$ cat src/rtl/uart_pkg.sv
// Shared constants, FSM encoding and width helper for the UART receive path.
package uart_pkg;

  localparam int PAR_NONE = 0;
  localparam int PAR_EVEN = 1;
  localparam int PAR_ODD  = 2;

  typedef enum logic [2:0] {
    ST_IDLE,
    ST_START,
    ST_DATA,
    ST_PARITY,
    ST_STOP
  } rx_state_t;

  // Width of an occupancy counter that must represent 0..depth inclusive.
  function automatic int count_width(input int depth);
    return $clog2(depth + 1);
  endfunction

endpackage

$ cat src/rtl/uart_sync_fifo.sv
// Synchronous FIFO with registered read data, count, full and empty.
// Latency: push visible in count/empty next edge; pop data valid one cycle after rd_en.
// Backpressure: writes to a full FIFO are dropped unless a pop happens on the same edge.
module uart_sync_fifo
  import uart_pkg::*;
#(
  parameter int WIDTH = 9,
  parameter int DEPTH = 16
) (
  input  logic                           clock,
  input  logic                           reset,
  input  logic                           wr_en,
  input  logic [WIDTH-1:0]               wr_data,
  input  logic                           rd_en,
  output logic [WIDTH-1:0]               rd_data,
  output logic                           rd_valid,
  output logic                           full,
  output logic                           empty,
  output logic [count_width(DEPTH)-1:0]  count
);

  localparam int AW = $clog2(DEPTH);
  localparam int CW = count_width(DEPTH);

  logic [WIDTH-1:0] mem [DEPTH];
  logic [AW:0]      wr_ptr, rd_ptr;
  logic [AW:0]      wr_nxt, rd_nxt;
  logic             rd_ok, wr_ok;

  assign rd_ok  = rd_en && !empty;
  // A pop on the same edge frees the slot, so a full FIFO still accepts the write.
  assign wr_ok  = wr_en && (!full || rd_ok);
  assign wr_nxt = wr_ptr + {{AW{1'b0}}, wr_ok};
  assign rd_nxt = rd_ptr + {{AW{1'b0}}, rd_ok};

  always_ff @(posedge clock) begin
    if (wr_ok) begin
      mem[wr_ptr[AW-1:0]] <= wr_data;
    end
  end

  always_ff @(posedge clock) begin
    if (reset) begin
      wr_ptr   <= '0;
      rd_ptr   <= '0;
      rd_data  <= '0;
      rd_valid <= 1'b0;
      full     <= 1'b0;
      empty    <= 1'b1;
      count    <= '0;
    end else begin
      wr_ptr   <= wr_nxt;
      rd_ptr   <= rd_nxt;
      rd_valid <= rd_ok;
      if (rd_ok) begin
        rd_data <= mem[rd_ptr[AW-1:0]];
      end
      full  <= (wr_nxt[AW] != rd_nxt[AW]) && (wr_nxt[AW-1:0] == rd_nxt[AW-1:0]);
      empty <= (wr_nxt == rd_nxt);
      count <= CW'(wr_nxt - rd_nxt);
    end
  end

endmodule

$ cat src/rtl/uart_rx_fifo.sv
// UART receiver (majority-voted bits, parity/framing/overrun flags) feeding a receive FIFO.
// Latency: word pushed the cycle after the stop-bit vote; pop data one cycle after rd_en.
// Backpressure: none on rx; good frames arriving while full are dropped with overrun. Option: UART_RX_ERR_CNT_EN.
module uart_rx_fifo
  import uart_pkg::*;
#(
  parameter int CLKS_PER_BIT = 5208,
  parameter int DATA_BITS    = 8,
  parameter int PARITY_MODE  = PAR_EVEN,
  parameter int FIFO_DEPTH   = 16
) (
  input  logic                                clock,
  input  logic                                reset,
  input  logic                                rx,
  input  logic                                rd_en,
  output logic [DATA_BITS-1:0]                rd_data,
  output logic                                rd_perr,
  output logic                                rd_valid,
  output logic                                empty,
  output logic                                full,
  output logic [count_width(FIFO_DEPTH)-1:0]  count,
  output logic                                frame_err,
  output logic                                overrun,
  output logic                                heard_bit_out
`ifdef UART_RX_ERR_CNT_EN
  ,
  output logic [7:0]                          perr_cnt,
  output logic [7:0]                          ferr_cnt,
  output logic [7:0]                          ovr_cnt
`endif
);

  localparam int HALF = CLKS_PER_BIT / 2;
  localparam int CW   = $clog2(CLKS_PER_BIT);
  localparam int BW   = $clog2(DATA_BITS);

  rx_state_t            state, state_nxt;
  logic [1:0]           rx_sync;
  logic                 rx_s;
  logic [CW-1:0]        clk_cnt;
  logic [BW-1:0]        bit_cnt;
  logic                 samp0, samp1;
  logic                 vote;
  logic                 mid_vote, cell_end;
  logic [DATA_BITS-1:0] shreg;
  logic                 perr;
  logic                 stop_ok, stop_bad;
  logic                 push_acc;
  logic [DATA_BITS:0]   fifo_rd_data;

  assign rx_s     = rx_sync[1];
  assign mid_vote = (clk_cnt == CW'(HALF + 1));
  assign cell_end = (clk_cnt == CW'(CLKS_PER_BIT - 1));
  assign vote     = (samp0 & samp1) | (samp0 & rx_s) | (samp1 & rx_s);
  assign push_acc = stop_ok && (!full || (rd_en && !empty));

  always_ff @(posedge clock) begin
    if (reset) begin
      state <= ST_IDLE;
    end else begin
      state <= state_nxt;
    end
  end

  always_comb begin
    state_nxt = state;
    stop_ok   = 1'b0;
    stop_bad  = 1'b0;
    unique case (state)
      ST_IDLE: begin
        if (!rx_s) state_nxt = ST_START;
      end
      ST_START: begin
        if (mid_vote && vote) state_nxt = ST_IDLE;
        else if (cell_end)    state_nxt = ST_DATA;
      end
      ST_DATA: begin
        if (cell_end && bit_cnt == BW'(DATA_BITS - 1))
          state_nxt = (PARITY_MODE != PAR_NONE) ? ST_PARITY : ST_STOP;
      end
      ST_PARITY: begin
        if (cell_end) state_nxt = ST_STOP;
      end
      ST_STOP: begin
        // Leave at the mid-bit vote so a following start bit is never missed.
        if (mid_vote) begin
          state_nxt = ST_IDLE;
          stop_ok   = vote;
          stop_bad  = !vote;
        end
      end
      default: state_nxt = ST_IDLE;
    endcase
  end

  always_ff @(posedge clock) begin
    if (reset) begin
      rx_sync       <= 2'b11;
      clk_cnt       <= '0;
      bit_cnt       <= '0;
      samp0         <= 1'b1;
      samp1         <= 1'b1;
      shreg         <= '0;
      perr          <= 1'b0;
      heard_bit_out <= 1'b1;
      frame_err     <= 1'b0;
      overrun       <= 1'b0;
    end else begin
      rx_sync <= {rx_sync[0], rx};

      if (state == ST_IDLE || state_nxt != state || cell_end) clk_cnt <= '0;
      else                                                    clk_cnt <= clk_cnt + 1'b1;

      if (state == ST_IDLE)                  bit_cnt <= '0;
      else if (state == ST_DATA && cell_end) bit_cnt <= bit_cnt + 1'b1;

      if (clk_cnt == CW'(HALF - 1)) samp0 <= rx_s;
      if (clk_cnt == CW'(HALF))     samp1 <= rx_s;

      if (state != ST_IDLE && mid_vote) heard_bit_out <= vote;

      if (state == ST_DATA && mid_vote) shreg <= {vote, shreg[DATA_BITS-1:1]};

      if (state == ST_IDLE)
        perr <= 1'b0;
      else if (state == ST_PARITY && mid_vote)
        perr <= vote ^ (^shreg) ^ (PARITY_MODE == PAR_ODD);

      frame_err <= stop_bad;
      overrun   <= stop_ok && full && !rd_en;
    end
  end

  uart_sync_fifo #(
    .WIDTH (DATA_BITS + 1),
    .DEPTH (FIFO_DEPTH)
  ) u_fifo (
    .clock    (clock),
    .reset    (reset),
    .wr_en    (stop_ok),
    .wr_data  ({perr, shreg}),
    .rd_en    (rd_en),
    .rd_data  (fifo_rd_data),
    .rd_valid (rd_valid),
    .full     (full),
    .empty    (empty),
    .count    (count)
  );

  assign rd_data = fifo_rd_data[DATA_BITS-1:0];
  assign rd_perr = fifo_rd_data[DATA_BITS];

`ifdef UART_RX_ERR_CNT_EN
  always_ff @(posedge clock) begin
    if (reset) begin
      perr_cnt <= '0;
      ferr_cnt <= '0;
      ovr_cnt  <= '0;
    end else begin
      if (push_acc && perr && perr_cnt != 8'hFF)          perr_cnt <= perr_cnt + 1'b1;
      if (stop_bad && ferr_cnt != 8'hFF)                  ferr_cnt <= ferr_cnt + 1'b1;
      if (stop_ok && full && !rd_en && ovr_cnt != 8'hFF)  ovr_cnt  <= ovr_cnt + 1'b1;
    end
  end
`else
  logic unused_push_acc;
  assign unused_push_acc = push_acc;
`endif

endmodule

$ cat config.mk
export PLATFORM = sky130hd
export DESIGN_NAME = uart_rx_fifo
export DESIGN_NICKNAME = d
export VERILOG_FILES = /design/src/rtl/uart_pkg.sv /design/src/rtl/uart_sync_fifo.sv /design/src/rtl/uart_rx_fifo.sv
export SDC_FILE = /design/constraint.sdc
export NUM_CORES = 1
export LEC_CHECK = 0
export ABC_AREA = 1
export BUFFER_PORTS_ARGS = -buffer_cell sky130_fd_sc_hd__buf_2
export CAP_MARGIN = 0
export CORE_MARGIN = 2
export CORE_UTILIZATION = 56
export CTS_CLUSTER_SIZE = 12
export DETAILED_ROUTE_END_ITERATION = 12
export PLACE_DENSITY = 0.78
export SLEW_MARGIN = 20
export SYNTH_ARGS = -nofsm -noshare
export SYNTH_HDL_FRONTEND = slang
export SYNTH_SLANG_ARGS = --single-unit
$ cat constraint.sdc
create_clock -name clock -period 2.6 [get_ports clock]
set_clock_uncertainty 0.1 [all_clocks]
set_input_delay 0.13 -clock clock [delete_from_list [all_inputs] [get_ports clock]]
set_output_delay 0.13 -clock clock [all_outputs]
set_load 0.01 [all_outputs]
Yosys cells after proc, flatten, opt, wreduce, memory -nomap -nowiden:

Memories as Yosys holds them, arrays and structs flattened. A register that Yosys moved wholly into a read port is not among the register bits.
Cells that the tools add are included.

* flip-flop bits (word level): 53
* bits in writable memories: 144
* input port bits: 4
* output and inout port bits: 20
* memories kept: 1

* add/subtract/negate cells: 5
* equal/unequal tests: 13
* muxes and demuxes: 11
* bitwise logic cells: 8
* reduce and logical (&&, ||, !) cells: 24

Memory list
* u_fifo.mem: depth 16, width 9, rd ports 1, clocked after memory_dff 1, write ports 1, RTL line uart_sync_fifo.sv:25 `logic [WIDTH-1:0] mem [DEPTH];`

Operators by type and width (number)
* == test 13 x 12 -> 1 bit, second input constant: 3
* two-way mux 3 bit: 6
* case mux 3 bit (5 select lines): 1
* adder 13 x 1 -> 13 bit, second input constant: 1
* == test 13 bit, second input constant: 1
* logical AND 1 bit: 11
* adder 5 x 1 -> 5 bit: 2
* parity 8 bit: 1
* == test 3 x 2 -> 1 bit, second input constant: 2
* == test 3 bit, second input constant: 2
* == test 5 bit: 1
* subtractor 5 bit: 1
* == test 4 bit: 1
* zero test 1 bit: 4
* two-way mux 1 bit: 4
* OR reduction 2 bit: 2
* adder 3 x 1 -> 3 bit, second input constant: 1
* bitwise AND 1 bit: 3
* == test 3 x 1 -> 1 bit, second input constant: 1
* zero test 3 bit: 1
* logical OR 1 bit: 3
* != test 3 bit: 1
* nonzero test 3 bit: 1
* OR reduction 3 bit: 1
* other kinds (4): 6

Logic depth before layout (Yosys ltp):

* word-level depth: 10
* mapped depth: 19
* mapped depth without buffers: 19

By module:

Synthesis repeated with hierarchy kept, for this count alone.

* cell total of the unflattened synthesis: 898
* area, all modules: 8949.8 µm²

By module, submodules not included
* uart_sync_fifo: instances 1, cells an instance 642, area each 7043.0 µm²
* uart_rx_fifo: instances 1, cells an instance 256, area each 1906.8 µm²

Least setup slack after synthesis:

Ideal clock, no wire load.

* path type: register to register
* from: register clk_cnt[0]
* to: register u_fifo.count[4]
* setup time: 0.126 ns
* arrival time: 2.563 ns
* setup slack: -0.189 ns
* stages on the path, launching flop included: 19
* cell sequence: dfxtp_1 ha_1 nand3_1 nor2_1 nand2_1 inv_2 nand3_2 a21oi_4 ha_1 ha_1 or2_2 nand2_1 ha_1 nand2_1 nor2_1 a211oi_1 inv_1 o21ai_0 a21oi_1

* longest elaborated chain between the ends: 6

Ends and longest elaborated chain
* start, declared: RTL line uart_rx_fifo.sv:40 `logic [CW-1:0] clk_cnt;`
* start signal, assigned: RTL line uart_rx_fifo.sv:112 `else clk_cnt <= clk_cnt + 1'b1;`
* == test 13 x 12 -> 1 bit: RTL line uart_rx_fifo.sv:52 `assign mid_vote = (clk_cnt == CW'(HALF + 1));`
* two-way mux 1 bit: RTL line uart_rx_fifo.sv:86 `if (mid_vote) begin`
* two-way mux 1 bit: RTL line uart_rx_fifo.sv:69 `unique case (state)`
* logical AND 1 bit: RTL line uart_sync_fifo.sv:32 `assign wr_ok = wr_en && (!full || rd_ok);`
* adder 5 x 1 -> 5 bit: RTL line uart_sync_fifo.sv:33 `assign wr_nxt = wr_ptr + {{AW{1'b0}}, wr_ok};`
* net u_fifo.wr_nxt[2]: RTL line uart_sync_fifo.sv:27 `logic [AW:0] wr_nxt, rd_nxt;`
* subtractor 5 bit: RTL line uart_sync_fifo.sv:60 `count <= CW'(wr_nxt - rd_nxt);`
* end signal, assigned: RTL line uart_sync_fifo.sv:60
* end, declared: RTL line uart_sync_fifo.sv:19 `output logic [count_width(DEPTH)-1:0] count`

The timed path passes the listed nets, and every way through them passes these cells.
A chain may end at the register's enable or synchronous reset.

Final worst setup path:

* from: register clk_cnt[1]
* to: register u_fifo.count[3]

Same word-level chain as after synthesis.

==> run summary <==
Vias in the first global route: 6106
Non-filler cells, final: 1064
Highest Clock Rate: 0.384 GHz
Final setup viols: 1
Vias per std cell: 5.87
Power, Total: 6.20 mW
Clock sink count: 206
Register-to-register path setup slack: -0.001 ns
Post-DR wirelength/cell: 18.8 µm
First drt pass iteration count: 5
IO Pins: 24
Count of pins over their slew limit: 0
Worst Hold Path EP: rx_sync[0]$_SDFF_PP1_
Synthesized area: 8670 µm²
Fill cells: 1015
All-Layer GR Usage: 0.243
Max-cap viol count: 0
Share of layout cells above drive strength 1: 0.180
Slew headroom: 0.482
Dpl cells: 1016
Die ar.: 16500 µm²
Die height: 128 µm
CP max stage cell: dfxtp_2
Post-synthesis sequential area ratio: 0.642
Clk_lat worst skew: 0.48 ns
HP Class: in -> reg
Cell Rows: 45
First-pass GRT wire length: 31300 µm
Synth Register Bits: 206
Root Driver: clkbuf_16
CTS tree: yes
Worst-Margin Slew: 0.777 ns
Pwr Density: 612 nW/µm²
Predominant post-synthesis flop cell: edfxtp_1
Crit-path cells: inv_2 > ha_4 > nand3_4 > nor2_4 > nand2_2 > inv_2 > nand3_4 > a21oi_4 > ha_4 > ha_4 > or2_4 > nand2_4 > ha_4 > nand2_1 > nor2_1 > a211oi_2 > o21ai_1 > a21oi_1
H-tree lvl count: 1
CTS Buf Count: 21
Status: finished with violations
Iteration-0 DRC Markers: 630
RSZ-0062 raised after global routing: true
Leakage: 3.75 nW
Largest net degree at the start of global routing: 73
Top post-synthesis cells by count: 144 x edfxtp_1, 128 x nor2_1, 66 x nand2_1, 62 x dfxtp_1, 59 x nand3_1
Worst EP arrival: 2.92 ns
Synth cell types: 37
Number of port buffers: 23
Clock transition at path regs: 0.06 ns
Placer Congestion: 0.828
Worst hold slack: 0.279 ns
Starting density of the core: 0.572
Layout area overhead: 17.0%
# diodes: 0
DRT Wirelength: 20000 µm
Worst R2R End: u_fifo.count[3]$_SDFF_PP0_
Mapped Cells: 788
Total number of vias: 6243
R2R cell count: 18
Synth area leader: edfxtp_1
Synth area leaders: edfxtp_1 50%, dfxtp_1 14%, nor2_1 5.5%
Setup TNS: -0.00137 ns
Nets: 879
Share of the synthesized area in the top cell type: 0.499
Gr ovfl total: 0
Post-route clock period utilization: 1.00
Synthesized area per cell: 11.0 µm²
Most common cell in the synthesized netlist: edfxtp_1
Die extent in x: 128 µm
Most frequent cell on the critical path: ha_4
Peak supply drop: 0.549 mV
Yosys Warn Count: 0
Critical Path Start Type: flop
Violations in the final reports: negative setup slack
Shortest period the worst path allows: 2.60 ns
Number of synthesized flops with an enable pin: 144
Fin worst setup slack: -0.00137 ns
Worst Hold Depth: 3
Antenna-violating nets left: 0
Hold_sp: rx
Syn_nets: 806
Worst reg2reg startpoint: clk_cnt[1]$_SDFF_PP0_
Clock Tree Buf Depth: 3
Crit path kind: reg -> reg
Core box area: 15100 µm²
CP required: 2.92 ns
Slowest cell delay on critical path: 0.32 ns
CP Max Fanout: 5
CP endpoint kind: flop
Post-synth ARST share: 0
Drt drc: 0
Initial antenna violation count: 0
Final hold vios: 0
Post-DP HPWL: 12200 µm
-- state kept, by name, indices dropped and copies added (netlist names), 2 cells and up --
register	flops
u_fifo.mem	144
clk_cnt	13
u_fifo.rd_data	9
shreg	8
u_fifo.count	5
u_fifo.rd_ptr	5
u_fifo.wr_ptr	5
bit_cnt	3
state	3
rx_sync	2
-- metrics by stage --
stage,util,cell area (µm²),setup slack [ns]
after floorplan,-,8750,-0.00787
after global placement,0.618,9360,0.00872
after detailed placement,0.618,9360,-0.132
after CTS,0.664,10100,-0.0222
after global routing,0.669,10100,-0.177
final,0.669,10100,-0.00137
-- worst max-delay path by stage --
stage                               start                         end  slack [ns]  cells after the start
floorplan           clk_cnt[1]$_SDFF_PP0_  u_fifo.count[4]$_SDFF_PP0_      -0.008                     19
global placement    clk_cnt[1]$_SDFF_PP0_  u_fifo.count[4]$_SDFF_PP0_       0.009                     19
detailed placement  clk_cnt[5]$_SDFF_PP0_  u_fifo.count[4]$_SDFF_PP0_       -0.13                     19
CTS                 clk_cnt[1]$_SDFF_PP0_  u_fifo.count[4]$_SDFF_PP0_       -0.02                     19
global route        clk_cnt[1]$_SDFF_PP0_  u_fifo.count[3]$_SDFF_PP0_       -0.18                     18
finish              clk_cnt[1]$_SDFF_PP0_  u_fifo.count[3]$_SDFF_PP0_      -0.001                     18
-- critical path: cells and delay by family, from the launching register on --
| kind | cells | cell delay, ns |
|---|---|---|
| buf+inv | 2 | 0.15 |
| compound gates | 4 | 0.62 |
| simple gates | 8 | 0.63 |
| fa+ha+maj | 4 | 0.70 |
| flops | 1 | 0.32 |
-- layout by cell type (no fill, tap or decap), types with 2 or more instances in the layout --
master / synthesis / final
nand2_2: 1 / 4
nor2_2: 8 / 11
edfxtp_1: 144 / 144
o22ai_1: 2 / 2
nor2_1: 128 / 123
o21a_1: 28 / 28
clkbuf_16: 0 / 21
nand3_4: 0 / 3
clkinv_2: 0 / 2
clkbuf_1: 24 / 12
o21bai_1: 36 / 36
xnor2_1: 10 / 10
dfxtp_1: 62 / 57
nor2_4: 0 / 2
nand3_1: 59 / 57
or2_2: 3 / 2
dlygate4sd3_1: 0 / 3
xor2_1: 14 / 13
ha_4: 0 / 5
a211oi_2: 0 / 2
clkinv_1: 2 / 2
o211ai_1: 28 / 28
nor3_1: 6 / 6
ha_1: 13 / 8
dfxtp_2: 0 / 4
buf_2: 4 / 23
a21oi_1: 15 / 15
nand3_2: 5 / 4
o21ai_0: 43 / 41
buf_4: 0 / 58
o21ai_1: 0 / 2
nand2_1: 66 / 62
inv_1: 56 / 53
o221ai_1: 9 / 9
inv_2: 3 / 6
-- report_power, final --
group	switching, mW	internal, mW
logic	0.0266	0.0138
registers	0.00149	3.47
clock network	1.14	1.55
total	1.17	5.03
-- timing repair --
| item | in CTS | in global routing |
|---|---|---|
| endpoints found under the hold margin | 6 | 0 |
| endpoints found under the setup margin | 2 | 5 |
| hold buffers | 3 | 0 |
| buffers inserted | 3 | 4 |
| gates resized for setup | 8 | 15 |
| pin swaps | 4 | 6 |
-- layout make-up --
class	count	area [µm²]	area share
inverters	61	229	0.0226
repair buffers	86	612	0.0603
multi-input cells	485	2880	0.284
flip-flops and latches	206	5570	0.550
clock inverters	3	18.8	0.00185
clock buffers	35	592	0.0584
well taps	188	235	0.0232
-- layer usage --
layer | vias to the layer above | part of all wire | GRT usage | wire [µm]
met5 | - | 0 | 0 | 0
met4 | 0 | 0.028 | 0.0821 | 558
met3 | 43 | 0.072 | 0.0395 | 1450
met2 | 255 | 0.50 | 0.416 | 9940
met1 | 3044 | 0.40 | 0.320 | 8030
li1 | 2901 | - | - | -
-- logic make-up after synthesis --
group           count (synthesis)  share of synthesized area
buf+inv                        97                     0.0434
fa+ha+maj                      14                     0.0211
compound gates                167                      0.130
simple gates                  280                      0.139
flops                         206                      0.642
xor+xnor                       24                     0.0242
Power figures use the tool's default switching activity.
